## src/rtl/rob_wb_arb.sv

```systemverilog
// ROB writeback arbiter: per-source result FIFOs drained round-robin into a single
// registered write port toward the ROB. A mispredict flush empties FIFOs and output stage.
module rob_wb_arb #(
    parameter int unsigned NUM_SRC    = 2,
    parameter int unsigned RES_W      = 64,
    parameter int unsigned FIFO_DEPTH = 4
) (
    input  logic                       clk,
    input  logic                       reset,
    input  logic                       flush_rb1,
    input  logic [NUM_SRC-1:0]         src_valid_nn0,
    input  logic [NUM_SRC*RES_W-1:0]   src_result_nn0,
    output logic [NUM_SRC-1:0]         src_stall_nn0,
    input  logic                       ro_ready_rb0,
    output logic                       ro_valid_rb0,
    output logic [RES_W-1:0]           ro_result_rb0,
    output logic [$clog2(NUM_SRC)-1:0] ro_src_rb0,
    output logic                       err_overflow
);

    typedef int unsigned uint_t;

    localparam int unsigned SRC_W = $clog2(NUM_SRC);
    localparam int unsigned PTR_W = $clog2(FIFO_DEPTH);
    localparam int unsigned CNT_W = PTR_W + 1;
    localparam logic [CNT_W-1:0] CNT_FULL  = CNT_W'(FIFO_DEPTH);
    localparam logic [CNT_W-1:0] CNT_STALL = CNT_W'(FIFO_DEPTH - 1);

    logic [RES_W-1:0]                mem_q [NUM_SRC][FIFO_DEPTH];
    logic [NUM_SRC-1:0][PTR_W-1:0]   wr_ptr_q;
    logic [NUM_SRC-1:0][PTR_W-1:0]   rd_ptr_q;
    logic [NUM_SRC-1:0][CNT_W-1:0]   cnt_q;
    logic [SRC_W-1:0]                rr_ptr_q;
    logic                            ro_valid_q;
    logic [RES_W-1:0]                ro_result_q;
    logic [SRC_W-1:0]                ro_src_q;
    logic                            err_q;

    logic [NUM_SRC-1:0] nonempty;
    logic [NUM_SRC-1:0] push_en;
    logic [NUM_SRC-1:0] pop_en;
    logic [NUM_SRC-1:0] drop;
    logic               load;
    logic               win_found;
    logic [SRC_W-1:0]   win_idx;
    logic [SRC_W-1:0]   cand_idx;
    logic [SRC_W-1:0]   rr_next;
    logic [RES_W-1:0]   head;

    assign ro_valid_rb0  = ro_valid_q;
    assign ro_result_rb0 = ro_result_q;
    assign ro_src_rb0    = ro_src_q;
    assign err_overflow  = err_q;

    // Output stage accepts a new entry when empty or when the ROB takes the current one.
    assign load = !ro_valid_q || ro_ready_rb0;

    // Per-source status decoded from the count flops.
    always_comb begin
        for (int unsigned i = 0; i < NUM_SRC; i++) begin
            nonempty[i]      = (cnt_q[i] != '0);
            src_stall_nn0[i] = (cnt_q[i] >= CNT_STALL);
        end
    end

    // Round-robin pick: first non-empty FIFO scanning from rr_ptr.
    always_comb begin
        win_found = 1'b0;
        win_idx   = '0;
        cand_idx  = '0;
        for (int unsigned k = 0; k < NUM_SRC; k++) begin
            cand_idx = SRC_W'((uint_t'(rr_ptr_q) + k) % NUM_SRC);
            if (!win_found && nonempty[cand_idx]) begin
                win_found = 1'b1;
                win_idx   = cand_idx;
            end
        end
        rr_next = SRC_W'((uint_t'(win_idx) + 1) % NUM_SRC);
        head    = mem_q[win_idx][rd_ptr_q[win_idx]];
    end

    // Push/pop qualification; flush cancels both, and a full FIFO only accepts with a pop.
    always_comb begin
        for (int unsigned i = 0; i < NUM_SRC; i++) begin
            pop_en[i]  = load && win_found && (win_idx == SRC_W'(i)) && !flush_rb1;
            drop[i]    = src_valid_nn0[i] && !flush_rb1 && (cnt_q[i] == CNT_FULL) && !pop_en[i];
            push_en[i] = src_valid_nn0[i] && !flush_rb1 && !drop[i];
        end
    end

    // FIFO storage write; contents need no reset since counts gate visibility.
    always_ff @(posedge clk) begin
        for (int unsigned i = 0; i < NUM_SRC; i++) begin
            if (push_en[i]) begin
                mem_q[i][wr_ptr_q[i]] <= src_result_nn0[i*RES_W +: RES_W];
            end
        end
    end

    // FIFO pointers and occupancy counts.
    always_ff @(posedge clk) begin
        if (reset || flush_rb1) begin
            wr_ptr_q <= '0;
            rd_ptr_q <= '0;
            cnt_q    <= '0;
        end else begin
            for (int unsigned i = 0; i < NUM_SRC; i++) begin
                if (push_en[i]) wr_ptr_q[i] <= wr_ptr_q[i] + PTR_W'(1);
                if (pop_en[i])  rd_ptr_q[i] <= rd_ptr_q[i] + PTR_W'(1);
                if (push_en[i] && !pop_en[i]) begin
                    cnt_q[i] <= cnt_q[i] + CNT_W'(1);
                end else if (!push_en[i] && pop_en[i]) begin
                    cnt_q[i] <= cnt_q[i] - CNT_W'(1);
                end
            end
        end
    end

    // Output register, round-robin pointer and sticky overflow flag.
    always_ff @(posedge clk) begin
        if (reset) begin
            ro_valid_q  <= 1'b0;
            ro_result_q <= '0;
            ro_src_q    <= '0;
            rr_ptr_q    <= '0;
            err_q       <= 1'b0;
        end else begin
            if (|drop) err_q <= 1'b1;
            if (flush_rb1) begin
                ro_valid_q <= 1'b0;
            end else if (load) begin
                ro_valid_q <= win_found;
                if (win_found) begin
                    ro_result_q <= head;
                    ro_src_q    <= win_idx;
                    rr_ptr_q    <= rr_next;
                end
            end
        end
    end

    // Runtime checks: storage is never written while full without a pop, and a
    // stalled output keeps valid, result and source unchanged.
    logic             hold_q;
    logic [RES_W-1:0] hold_res_q;
    logic [SRC_W-1:0] hold_src_q;

    // Capture the output values that must persist into the next cycle.
    always_ff @(posedge clk) begin
        hold_q     <= !reset && !flush_rb1 && ro_valid_q && !ro_ready_rb0;
        hold_res_q <= ro_result_q;
        hold_src_q <= ro_src_q;
        if (hold_q) begin
            assert (ro_valid_q && (ro_result_q == hold_res_q) && (ro_src_q == hold_src_q));
        end
        for (int unsigned i = 0; i < NUM_SRC; i++) begin
            if (!reset) assert (!(push_en[i] && (cnt_q[i] == CNT_FULL) && !pop_en[i]));
        end
    end

endmodule

```

## config.mk

```make
export PLATFORM = sky130hd
export DESIGN_NAME = rob_wb_arb
export DESIGN_NICKNAME = d
export VERILOG_FILES = /design/src/rtl/rob_wb_arb.sv
export SDC_FILE = /design/constraint.sdc
export NUM_CORES = 1
export LEC_CHECK = 0
export BUFFER_PORTS_ARGS = -buffer_cell sky130_fd_sc_hd__buf_2
export CORE_MARGIN = 3
export CORE_UTILIZATION = 40
export DETAILED_ROUTE_END_ITERATION = 8
export GPL_ROUTABILITY_DRIVEN = 1
export PLACE_DENSITY = 0.58
export SYNTH_ARGS = -nofsm -noshare
export SYNTH_HDL_FRONTEND = slang
export SYNTH_SLANG_ARGS = --single-unit
```

## constraint.sdc

```tcl
create_clock -name clk -period 3.1 [get_ports clk]
set_input_delay 0 -clock clk [delete_from_list [all_inputs] [get_ports clk]]
set_output_delay 0 -clock clk [all_outputs]
set_load 0.02 [all_outputs]
```

==> results of run 1 <==
power by group through the flow:
stage | Clock (mW) | Sequential [mW] | Combinational (mW)
after global routing | 7.41 | 9.02 | 1.47
after CTS | 7.10 | 9.00 | 1.39
after global placement | 0 | 9.16 | 1.22
final | 6.88 | 9.00 | 1.36
after floorplan | 0 | 9.25 | 0.628
after detailed placement | 0 | 9.17 | 1.23
logic make-up (layout without fill, tap and decap cells):
family / after synthesis / in the layout / synth area share (%)
adders and majority gates: 12 / 12 / 0.747
and+or+nand+nor: 44 / 44 / 1.12
AOI/OAI and AO/OA: 93 / 93 / 3.39
xor gates and xnor gates: 6 / 6 / 0.238
other: 0 / 2 / 0
DFF: 594 / 594 / 77.0
muxes: 196 / 196 / 16.1
buffers and inverters: 61 / 495 / 1.39
layout by cell type, fill, tap and decap left out, types with 15 or more instances in the layout:
cell type / synthesis / layout
buf_12: 0 / 15
buf_2: 11 / 202
buf_4: 7 / 19
clkbuf_1: 21 / 16
clkbuf_16: 0 / 61
clkinv_1: 0 / 17
dfxtp_1: 82 / 78
dlygate4sd3_1: 0 / 135
edfxtp_1: 512 / 512
mux2i_1: 68 / 68
mux4_2: 128 / 128
o2bb2ai_1: 64 / 64
cells in the mapped netlist (2+ instances only):
cell type  count
clkbuf_8       2
clkbuf_1      21
o31ai_1        3
nand3_1        3
o2bb2ai_1     64
inv_1          9
xor2_1         4
buf_4          7
o211ai_1       2
nand2_1        5
xnor2_1        2
nor2b_1        3
nor2_1         9
and3_1         4
or4_1          2
dfxtp_1       82
fa_1           2
nor3b_1        2
clkbuf_2       2
o21ai_0        6
or3_1          3
ha_1          10
buf_6          2
nand2b_1       3
and2_1         4
a21oi_1        9
buf_2         11
mux2i_1       68
or3_2          2
edfxtp_1     512
buf_1          7
mux4_2       128
final cells by class:
type	instances	area (um2)
diodes	2	5.00
clock buffers	82	1660
clock inverters	33	230
fillers	4434	26800
inverters	9	33.8
multi-input cells	351	4830
flip-flops and latches	594	17000
well taps	696	871
repair buffers	371	2810
path summary, 6_finish.rpt:
kind | endpoint | slack (ns) | cells past startpoint
max | cnt_q[5] | 0.38 | 9
min | mem_q[0][57] | 0.14 | 2
max reg2reg | cnt_q[5] | 0.38 | 9
min reg2reg | ro_result_rb0[60] | 0.46 | 1
sequential cells by signal (all words and copies together) (netlist names):
signal / flops
ro_src_rb0: 1
err_overflow: 1
cnt_q: 6
rd_ptr_q: 4
wr_ptr_q: 4
ro_result_rb0: 64
rr_ptr_q: 1
mem_q: 512
ro_valid_rb0: 1
layer usage:
metal | vias to the layer above | part of all wire (%) | track usage, %
met3 | 74 | 4.9 | 3.22
met4 | 4 | 2.2 | 5.07
li1 | 4991 | - | -
met1 | 5802 | 43 | 23.4
met5 | - | 0.042 | 0
met2 | 253 | 50 | 29.6
metrics by stage:
step,cells,util [%],setup WS [ns],cell area [um2]
2_1_floorplan,1006,-,0.527,22100
3_3_place_gp,1886,44.7,0.454,24200
3_5_place_dp,1886,44.7,0.397,24200
4_1_cts,2136,50.6,0.394,27500
5_1_grt,2137,50.6,0.211,27500
6_report,2138,50.6,0.380,27500
worst max-delay path, cell delays in order (launching register included):
cell and delay (ns):
dfxtp_1 0.37, nor3_2 0.53, o211ai_1 0.15, a21boi_1 0.22, ha_1 0.23, inv_1 0.07
fa_1 0.37, xor2_1 0.17, or3_2 0.40, a21oi_1 0.14
==> results.json, run 1 <==
{
  "grt_overflow": 0,
  "powerDensity_nw_per_um2": 628,
  "synth_edf_count": 512,
  "async_flop_share_pct": 0,
  "ir_drop_mv": 0.429,
  "p_seq_share_pct": 52.2,
  "cp.arrival_ns": 3.26,
  "vias_per_cell": 5.20,
  "cts.sinks": 594,
  "grt_pass1_vias": 12000,
  "yosys.area.top_type_share_pct": 69.6,
  "ys_warn_count": 0,
  "numCtsBuffers": 61,
  "grt_usage_pct": 17.5,
  "yosysTopAreaCell": "edfxtp_1",
  "cap_violations": 0,
  "crit_start": "cnt_q[0]",
  "coreArea_um2": 54200,
  "routedWlPerCell_um": 23.3,
  "swShare_pct": 21.8,
  "power_frac_clock_pct": 39.9,
  "drtAntennaViolNets": 0,
  "p_switching_mw": 3.76,
  "ys_types": 45,
  "period_share_pct": 87.8,
  "synth_area_leaders": "edfxtp_1 (70%), mux4_2 (13%), dfxtp_1 (7.4%), mux2i_1 (3.1%), o2bb2ai_1 (2.5%)",
  "setup_viol": 0,
  "antenna_found_initial": 3,
  "p_leak_nw": 9.55,
  "rsz0062_at_grt": "no",
  "clk_pin_slew_ns": 0.06,
  "route.detailed.drc": 0,
  "syn_avg_cell_area_um2": 22.0,
  "grt_pass1_wl_um": 75700,
  "netlist_instances": 1006,
  "drt_wl_total_um": 49800,
  "crit_required_ns": 3.64,
  "min_from": "src_result_nn0[57]",
  "grt_max_degree": 65,
  "die_x_um": 241,
  "clock_latency_ns": 0.61,
  "syn_to_final_growth_pct": 24.3,
  "r2r-start": "cnt_q[0]",
  "post-cts-setup-buffer-count": 0,
  "start_kind": "register",
  "cts_tree": "yes",
  "netlist_area_um2": 22100,
  "path_max_fanout": 8,
  "power_mw": 17.2,
  "dieArea_um2": 58100,
  "root_buffer": "clkbuf_16",
  "hold_buffers": 135,
  "num_io_pins": 203,
  "fp.dieH_um": 241,
  "clock.fmax_mhz": 368,
  "end_kind": "register",
  "relSlewSlack_pct": 34.2,
  "layout.nets": 1534,
  "layout-drive-gt1-share_pct": 32.4,
  "comb_power_share_pct": 7.9,
  "clock_path_buffers": 3,
  "dr_total_vias": 11100,
  "syn-num-nets": 1152,
  "status": "finished, final reports clean",
  "hold_viol": 0,
  "gp_congestion": 0.730,
  "synth_seq_cells": 594,
  "p_int_mw": 13.5,
  "worstMarginPinSlew_ns": 0.987,
  "path_class": "register to register",
  "cts_resized": 0,
  "fin_skew_ns": 0.0198,
  "period_minus_slack_ns": 2.72,
  "ys.flop_type": "edfxtp_1",
  "holdCritPathClass": "input pin to register",
  "hpwl_um": 30000,
  "ys_seq_area_share_pct": 77.0,
  "drv_slew": 0,
  "start_util_pct": 40.7,
  "drtPass1Iterations": 5,
  "portBuffers": 202,
  "hold-worst-slack_ns": 0.143,
  "num_rows": 85,
  "finalSetupTns_ns": 0,
  "htree_levels": 2,
  "drt_iter0_drc": 582
}
No activity file was read; power rests on OpenSTA's default activity.
==> run 2: changes to the inputs <==
- ABC_AREA: unset -> 1
- CORE_ASPECT_RATIO: unset -> 1.4
- PLACE_DENSITY: 0.58 -> 0.57
==> results.json, run 2 <==
{
  "drtPass1Iterations": 5,
  "syn-num-nets": 2625,
  "holdCritPathClass": "input pin to register",
  "num_rows": 107,
  "fin_skew_ns": 0.0332,
  "yosysTopAreaCell": "edfxtp_1",
  "synth_common_cells": "nand2_1 (1108), edfxtp_1 (512), nand3_1 (324)",
  "worstMarginPinSlew_ns": 1.12,
  "layout.nets": 2909,
  "synth_most_common_cell": "nand2_1",
  "cpPeakStageDelay_ns": 0.75,
  "slowest_stage": "buf_4",
  "dr_wl_met3_um": 3680,
  "status": "finished, final reports clean",
  "die_x_um": 217,
  "final_cell_mix": "nand2_1 (1106), edfxtp_1 (512), nand3_1 (324)",
  "wl_met1_um": 27600,
  "start_util_pct": 40.7,
  "largest_register_ffs": 512,
  "hold_buffers": 131,
  "clock_path_buffers": 3,
  "powerDensity_nw_per_um2": 623,
  "drt_iter0_drc": 1186,
  "final_core_util_pct": 48.8,
  "post-cts-setup-buffer-count": 0,
  "gp_congestion": 0.777,
  "drt_wl_total_um": 67100,
  "coreArea_um2": 61300,
  "synth_area_leaders": "edfxtp_1 (62%), nand2_1 (17%), dfxtp_1 (6.6%), nand3_1 (6.5%), nor2_1 (2.3%)",
  "top_layer_used": "met4",
  "ys_types": 23,
  "critical_path.cell_chain": "nor2_1 > nand2_8 > buf_4 > buf_4 > nand3_1 > nand2_1 > nand2_1 > nand2_1 > nand2_1 > nand3_1 > nand2_1 > inv_1",
  "cap_violations": 0,
  "netlist_area_um2": 25000,
  "end_kind": "register",
  "grt_pass1_wl_um": 102000,
  "p_leak_nw": 12.7,
  "crit_top_cell": "nand2_1",
  "ys_warn_count": 0,
  "synth_edf_count": 512,
  "netlist_instances": 2479,
  "synth_seq_cells": 594,
  "period_minus_slack_ns": 2.74,
  "portBuffers": 202,
  "final_common_cell": "nand2_1",
  "cts_tree": "yes",
  "antenna_found_initial": 5,
  "grt_usage_pct": 20.3,
  "fp.dieH_um": 302,
  "hold_viol": 0,
  "syn_to_final_growth_pct": 19.9,
  "worst-path-buf-inv": 3,
  "clock_latency_ns": 0.62,
  "htree_levels": 2,
  "critPathTopFamily": "buffers and inverters",
  "vias_per_cell": 4.96,
  "rsz0062_at_grt": "no",
  "cts.sinks": 594,
  "drtAntennaViolNets": 0,
  "ys_seq_area_share_pct": 68.2,
  "root_buffer": "clkbuf_16",
  "power_mw": 18.6,
  "clk_pin_slew_ns": 0.06,
  "hpwl_um": 38600,
  "routedWlPerCell_um": 18.5,
  "dr_total_vias": 18000,
  "cts_resized": 0,
  "drv_slew": 0,
  "async_flop_share_pct": 0,
  "setup_viol": 0,
  "dieArea_um2": 65500,
  "route.detailed.drc": 0,
  "cp.arrival_ns": 3.30,
  "syn_avg_cell_area_um2": 10.1,
  "period_share_pct": 88.4,
  "grt_pass1_vias": 17700,
  "met2_length_um": 33800,
  "start_kind": "register",
  "yosys.area.top_type_share_pct": 61.6,
  "clock.fmax_mhz": 365,
  "layout-drive-gt1-share_pct": 12.2,
  "grt_max_degree": 181,
  "ys.flop_type": "edfxtp_1",
  "crit_required_ns": 3.66,
  "num_io_pins": 203,
  "path_max_fanout": 76,
  "relSlewSlack_pct": 25.3,
  "path_class": "register to register",
  "ir_drop_mv": 0.541,
  "numCtsBuffers": 57,
  "grt_overflow": 0
}
[run 2: cell count changes in the layout (fill, tap and decap cells not counted), sizes merged, moves of 7 or more]
cell / previous run / this run
nand2: 5 / 1114
nand3: 3 / 324
nor2: 10 / 155
mux4: 128 / 0
inv: 11 / 100
mux2i: 68 / 0
o2bb2ai: 64 / 0
clkinv: 28 / 19
buf: 236 / 243
o21ai: 6 / 13
[run 2: per-layer routing]
layer	vias to the layer above	track usage [%]
met3	137	3.25
li1	8726	-
met4	0	6.84
met2	502	36.0
met5	-	0
met1	8669	25.1
[run 2: worst register-to-register path: cells and delay by family (launching register included)]
kind,cells,cell delay [ns]
buf+inv,3,1.37
flops,1,0.40
simple gates,9,0.95
[run 2: cell families after synthesis]
group / synth area share (%)
AO/OA/AOI/OAI: 0.586
adder cells (fa/ha/maj): 0.662
buffers and inverters: 4.82
flip-flops: 68.2
AND/OR/NAND/NOR: 25.8
[run 2: area by class of cell]
type / count / area, um2
diodes: 6 / 15.0
clock buffers: 87 / 1650
clock inverters: 20 / 149
fillers: 5697 / 31400
inverters: 101 / 380
multi-input cells: 1635 / 6860
flip-flops and latches: 594 / 17000
well taps: 817 / 1020
repair buffers: 374 / 2830
[run 2: power breakdown]
group / switching [mW] / internal (mW)
Sequential: 0.114 / 8.94
Clock: 2.90 / 3.75
Combinational: 1.99 / 0.944
Total: 5.01 / 13.6
[run 2: final timing paths]
path | start | to | slack (ns) | cells past startpoint
hold reg to reg | rd_ptr_q[1] | rd_ptr_q[1] | 0.47 | 2
hold / removal | src_valid_nn0[0] | wr_ptr_q[0] | 0.06 | 7
setup / recovery | cnt_q[3] | ro_result_rb0[33] | 0.36 | 12
setup reg to reg | cnt_q[3] | ro_result_rb0[33] | 0.36 | 12
[run 2: metrics by stage]
stage / instance area [um2] / hold slack, ns / worst slack (ns) / setup TNS (ns) / instances
2_1_floorplan: 25000 / 0.0989 / -0.254 / -129.26 / 2479
3_3_place_gp: 26800 / 0.213 / 0.432 / 0 / 3390
3_5_place_dp: 26800 / 0.216 / 0.350 / 0 / 3390
4_1_cts: 29900 / 0.0366 / 0.355 / 0 / 3628
5_1_grt: 29900 / 0.0842 / 0.127 / 0 / 3632
6_report: 29900 / 0.0568 / 0.360 / 0 / 3634
